## src/rtl/inst_mem_arbiter.sv

```systemverilog
// Arbitrates the single-port combinational instruction ROM between CPU fetch and a debug reader,
// with 1-cycle registered responses and bounded fetch priority. Optional macro: ARB_ALIGN_CHK_EN.
module inst_mem_arbiter #(
    parameter int ADDR_W     = 32,
    parameter int DATA_W     = 64,
    parameter int STARVE_MAX = 4
) (
    input  logic              clk,
    input  logic              rst,
    input  logic              if_req,
    input  logic [ADDR_W-1:0] if_addr,
    output logic              if_gnt,
    output logic              if_stall,
    output logic              if_rvalid,
    output logic [DATA_W-1:0] if_rdata,
    output logic              if_err,
    input  logic              dbg_req,
    input  logic [ADDR_W-1:0] dbg_addr,
    output logic              dbg_gnt,
    output logic              dbg_rvalid,
    output logic [DATA_W-1:0] dbg_rdata,
    output logic              dbg_err,
    output logic              rom_ce,
    output logic [ADDR_W-1:0] rom_addr,
    input  logic [DATA_W-1:0] rom_inst
);
    localparam int               CNT_W   = $clog2(STARVE_MAX + 1);
    localparam logic [CNT_W-1:0] CNT_MAX = CNT_W'(STARVE_MAX);

    logic [CNT_W-1:0] starve_cnt;
    logic             misalign;

    // Fetch wins unless debug has already been passed over STARVE_MAX times in a row.
    assign if_gnt   = if_req & (~dbg_req | (starve_cnt < CNT_MAX));
    assign dbg_gnt  = dbg_req & ~if_gnt;
    assign if_stall = if_req & ~if_gnt;
    assign rom_addr = if_gnt ? if_addr : (dbg_gnt ? dbg_addr : '0);

`ifdef ARB_ALIGN_CHK_EN
    assign misalign = (rom_addr[2:0] != 3'b000);
`else
    assign misalign = 1'b0;
`endif

    // A misaligned grant still burns the slot but never touches the ROM.
    assign rom_ce = (if_gnt | dbg_gnt) & ~misalign;

    always_ff @(posedge clk or negedge rst) begin
        if (!rst) begin
            starve_cnt <= '0;
            if_rvalid  <= 1'b0;
            if_rdata   <= '0;
            if_err     <= 1'b0;
            dbg_rvalid <= 1'b0;
            dbg_rdata  <= '0;
            dbg_err    <= 1'b0;
        end else begin
            if (dbg_gnt || !dbg_req) begin
                starve_cnt <= '0;
            end else if (if_gnt && (starve_cnt != CNT_MAX)) begin
                starve_cnt <= starve_cnt + CNT_W'(1);
            end

            if_rvalid  <= if_gnt;
            dbg_rvalid <= dbg_gnt;
            if (if_gnt) begin
                if_rdata <= misalign ? '0 : rom_inst;
                if_err   <= misalign;
            end
            if (dbg_gnt) begin
                dbg_rdata <= misalign ? '0 : rom_inst;
                dbg_err   <= misalign;
            end
        end
    end
endmodule
```

## config.mk

```make
export PLATFORM = sky130hd
export DESIGN_NAME = inst_mem_arbiter
export DESIGN_NICKNAME = d
export VERILOG_FILES = /design/src/rtl/inst_mem_arbiter.sv
export SDC_FILE = /design/constraint.sdc
export NUM_CORES = 1
export LEC_CHECK = 0
export ABC_AREA = 1
export CAP_MARGIN = 15
export CORE_MARGIN = 2
export CORE_UTILIZATION = 30
export CTS_CLUSTER_SIZE = 40
export DETAILED_ROUTE_END_ITERATION = 10
export GPL_TIMING_DRIVEN = 0
export PLACE_DENSITY = 0.68
export REMOVE_ABC_BUFFERS = 1
export SLEW_MARGIN = 10
export SYNTH_ARGS = -nofsm -noshare
export SYNTH_HDL_FRONTEND = slang
export SYNTH_SLANG_ARGS = --single-unit
```

## constraint.sdc

```tcl
create_clock -name clk -period 1.67 [get_ports clk]
set_input_delay 0.167 -clock clk [delete_from_list [all_inputs] [get_ports clk]]
set_output_delay 0.167 -clock clk [all_outputs]
set_load 0.02 [all_outputs]
```

* After elaboration in Yosys (flattened, before gate mapping) *
Index checks and enable logic that the tools add are counted.

operators by class
  add/subtract/negate cells = 1
  order comparisons = 1
  equal/unequal tests = 1
  muxes and demuxes = 4
  bitwise logic cells = 7
  reductions and logical operators = 4

operators by type and width
  kind                                           number
  two-way mux 32 bit                             2
  two-way mux 3 bit                              2
  adder 3 x 1 -> 3 bit (second input constant)   1
  bitwise AND 1 bit                              3
  < comparator 3 bit (second input constant)     1
  inequality test 3 bit (second input constant)  1
  NOT 1 bit                                      2
  OR 1 bit                                       2
  nonzero test 2 bit                             1
  logical AND 1 bit                              1
  zero test 1 bit                                1
  logical OR 1 bit                               1

word-level totals
  flip-flop bits (word level) = 133
  input port bits = 132
  word-level logic and storage cells = 23

* Longest topological paths before layout *
Gate-level depths: netlist of the first run.

  depth in word-level cells = 7
  mapped depth = 8

* Worst setup path after synthesis of the first run *
No wires, ideal clock.

  path kind = register to output
  from = register starve_cnt[2]
  to = output port rom_addr[23]
  data arrival time = 1.033 ns
  data required time = 1.503 ns
  setup slack = 0.470 ns
  stages on the path, launching flop included = 7
  buffers on the path = 2
  path through = dfrtp_1 > nand2_2 > nand2_2 > buf_4 > buf_4 > nand3_1 > nand2_1

on the way
  cells in the longest elaborated chain, start to end = 7

RTL lines
  what                      line  source
  start: declaration        30    logic [CNT_W-1:0] starve_cnt;
  start signal: assignment  61    starve_cnt <= starve_cnt + CNT_W'(1);
  < comparator 3 bit (*)    34    assign if_gnt = if_req & (~dbg_req | (starve_cnt < CNT_MAX));
  OR 1 bit (*)              34
  bitwise AND 1 bit (*)     34
  NOT 1 bit                 35    assign dbg_gnt = dbg_req & ~if_gnt;
  bitwise AND 1 bit         35
  two-way mux 32 bit        37    assign rom_addr = if_gnt ? if_addr : (dbg_gnt ? dbg_addr : '0);
  two-way mux 32 bit (*)    37
  end: declaration          24    output logic [ADDR_W-1:0] rom_addr,

Every way passes the cells marked *; elsewhere a longest branch is shown, timed or not.

* Final worst setup path of the first run *
  from = register starve_cnt[2]
  to = output port rom_addr[17]

Same word-level chain as after synthesis.

==> results.yml, run 1 <==
run_status:
  outcome: "complete, but fails checks"
  violations: "setup timing"
min_path:
  min_path_cells: 3
  hp-class: "in2reg"
  hold_end: "dbg_rdata[11]$_DFFE_PN0N_"
  min_from: "dbg_req"
clock_tree:
  clock_latency_ns: 0.41
  htree_levels: 4
  cts_buffers: 17
  clockBufferDepth: 2
  tritoncts: "built"
  cts_root_buffer: "clkbuf_16"
  cts.sinks: 133
  clk_pin_slew_worst_paths_ns: 0.06
grt:
  grt_max_degree: 69
  antenna_found_initial: 0
  grt_util_all_layers: 0.214
  grt_first_pass_wirelength_um: 32500
  grt_pass1_vias: 5692
  overflow: 0
timing:
  fmax_mhz: 529
  tns_ns: -5.61
  finClkSkew_ns: 0.00712
  finalWorstSetupSlack_ns: -0.221
  fin_crit_ns: 1.89
  setup_violations: 34
  maxSlewViolCount: 0
  finalHoldViolations: 0
  min_period_over_period: 1.13
  max_slew_margin: 0.577
  worstMarginPinSlew_ns: 0.635
  rsz0062_at_grt: "yes"
layout:
  fillers: 1661
  drive_gt1_frac: 0.162
  diodes: 0
  finalNetCount: 1120
  ff_latch_area_um2: 3330
  stdcell_area_um2: 10100
  area_delta_synth_final_pct: 80.9
  multi_input_area_um2: 2280
setup_path:
  reg2reg_setup_slack_ns: 0.09
  critical_path_class: "reg2out"
  worstPathRequired_ns: 1.50
  regToRegEndpoint: "dbg_rdata[30]$_DFFE_PN0N_"
  critPathMaxFanout: 7
  reg2reg_depth: 7
  crit_arrival_ns: 1.72
  startpoint_type: "register"
  endpoint_kind: "output port"
  reg2reg_from: "starve_cnt[2]$_DFFE_PN0P_"
yosys:
  seq_area_frac_synth: 0.593
  synth.area.mux_share: 0
  synth_fa_ha_area_frac: 0.00446
  synth_top_family_by_area: "simple AND/OR/NAND/NOR gates"
  avgSynthCellArea_um2: 8.26
  synth_warnings: 0
  yosys.area_share.simple: 0.349
  ys_seq_elements: 133
  syn_inst: 679
  synth_area_um2: 5610
  synth_xor_area_frac: 0
  synth-compound-area-share: 0.000892
  synth.distinct_cells: 16
floorplanning:
  start_util: 0.303
  core_area_um2: 18500
  chipHeight_um: 141
  pin_count: 300
  dieArea_um2: 19800
  fp.dieW_um: 141
  rows: 50
pwr:
  leakage_nw: 4.99
  seq_power_share: 0.358
  p_per_area_nw_per_um2: 1030
  p_switching_mw: 2.97
  p_clk_frac: 0.392
  p_int_mw: 7.49
  swShare: 0.284
  p_comb_frac: 0.250
  ir_worst_vdd_uv: 784
route:
  first_pass_iters: 4
  avgViaCountPerCell: 4.66
  num_vias: 5748
  drt_wl_total_um: 21100
  drc: 0
  antenna_left: 0
  wire_per_inst_um: 17.1
  drt_iter0_markers: 229
placed_design:
  io_buffers: 297
  placed_cell_area_um2: 8790
  place_hpwl_um: 11600
  gp_congestion: 0.721
job:
  maxCapViolations: 0
-- timing repair --
action	in CTS	in global routing
gates resized for setup	257	36
hold buffers	1	0
gates cloned	14	0
setup endpoints to repair	107	79
pin swaps	22	3
setup buffers	16	1
hold endpoints to repair	65	0
-- cells in the mapped netlist (all sizes together) --
cell type / instances / area (um^2)
nor2: 4 / 15.0
nand3: 96 / 480
buf: 41 / 240
inv: 7 / 26.3
clkbuf: 6 / 22.5
or2: 1 / 6.26
conb: 1 / 3.75
nand2: 387 / 1460
ha: 2 / 25.0
o21ai: 1 / 5.00
dfrtp: 133 / 3330
-- critical path: stages, from the launching register on --
cell	delay (ns)
dfrtp_2	0.40
nand2_4	0.09
nand2_8	0.11
buf_16	0.16
clkinv_16	0.09
buf_16	0.16
nand2_2	0.08
nand2_1	0.07
buf_6	0.13
-- power groups by stage --
| stage | Clock, mW | Combinational (mW) | Sequential (mW) |
|---|---|---|---|
| 6_report | 4.10 | 2.62 | 3.75 |
| 5_1_grt | 4.34 | 2.81 | 3.78 |
| 4_1_cts | 4.18 | 2.63 | 3.75 |
| 3_5_place_dp | 0 | 2.41 | 3.79 |
| 3_3_place_gp | 0 | 2.39 | 3.79 |
| 2_1_floorplan | 0 | 0.526 | 4.22 |
-- cell type report --
cell class | count | area share
Clock buffer | 21 | 0.0473
Timing Repair Buffer | 328 | 0.347
Tap cell | 234 | 0.0289
Timing Repair inverter | 3 | 0.00259
Inverter | 7 | 0.00518
Multi-Input combinational cell | 496 | 0.225
Clock inverter | 11 | 0.0168
Sequential cell | 133 | 0.328
-- logic make-up (layout without fill, tap and decap cells) --
kind of cell	Yosys count	after routing
flip-flops	133	133
adder cells (fa/ha/maj)	2	2
buffers and inverters	54	370
AO/OA/AOI/OAI	1	1
AND/OR/NAND/NOR	488	491
other	1	2
-- layer usage --
metal	share of wire	GRT usage
met5	0	0
met4	0.029	0.0811
met3	0.065	0.0513
met2	0.49	0.359
met1	0.41	0.270
-- worst max path at each step --
stage / startpoint / to / slack, ns / cells past startpoint
4_1_cts: starve_cnt[2]$_DFFE_PN0P_ / rom_addr[23] / -0.29 / 9
3_3_place_gp: dbg_req / dbg_gnt / -8.39 / 4
6_report: starve_cnt[2]$_DFFE_PN0P_ / rom_addr[17] / -0.22 / 8
3_5_place_dp: if_req / rom_addr[17] / -1.65 / 8
2_1_floorplan: starve_cnt[2]$_DFFE_PN0P_ / rom_ce / -1.83 / 4
5_1_grt: starve_cnt[2]$_DFFE_PN0P_ / rom_addr[17] / -0.28 / 8
-- cell usage in the layout (no fill, tap or decap) --
master,synthesis,routed
nand2_1,385,340
clkdlybuf4s50_1,0,258
dfrtp_1,133,132
nand3_1,96,93
buf_6,2,35
nand2_2,2,31
clkbuf_16,0,17
nand2_4,0,16
buf_4,10,14
buf_16,0,8
inv_1,5,5
inv_6,0,5
bufinv_16,0,4
clkbuf_8,0,4
nand2_8,0,3
nand3_2,0,3
nor2_1,4,3
clkinvlp_4,0,3
bufbuf_16,0,3
buf_2,27,3
ha_1,2,2
conb_1,1,2
clkinv_2,0,2
clkdlybuf4s15_2,0,2
buf_12,0,2
buf_8,0,2
clkinv_16,0,1
inv_2,2,1
o21ai_4,0,1
or2_1,1,1
nor2_2,0,1
dlygate4sd3_1,0,1
dfrtp_2,0,1
-- registers in the layout (all words and copies together), names as in the netlist --
signal,cells
dbg_rvalid,1
if_rvalid,1
dbg_rdata,64
if_rdata,64
starve_cnt,3
-- per-stage QoR --
step	setup slack [ns]	power, mW	cells	hold slack [ns]	utilization
finish	-0.221	10.5	1233	0.294	0.548
global route	-0.280	10.9	1233	0.310	0.548
CTS	-0.289	10.6	1233	0.289	0.543
detailed placement	-1.65	6.20	1170	0.213	0.475
global placement	-8.39	6.17	1164	0.448	0.465
floorplan	-1.83	4.74	633	-0.129	-
Power figures use the tool's default switching activity.
==> run 2, diff against run 1 <==
- ABC_CLOCK_PERIOD_IN_PS: default -> 1670
- CTS_CLUSTER_SIZE: 40 -> 8
==> results of run 2 <==
Final layout, timing and power as in run 1 (identical DEF).
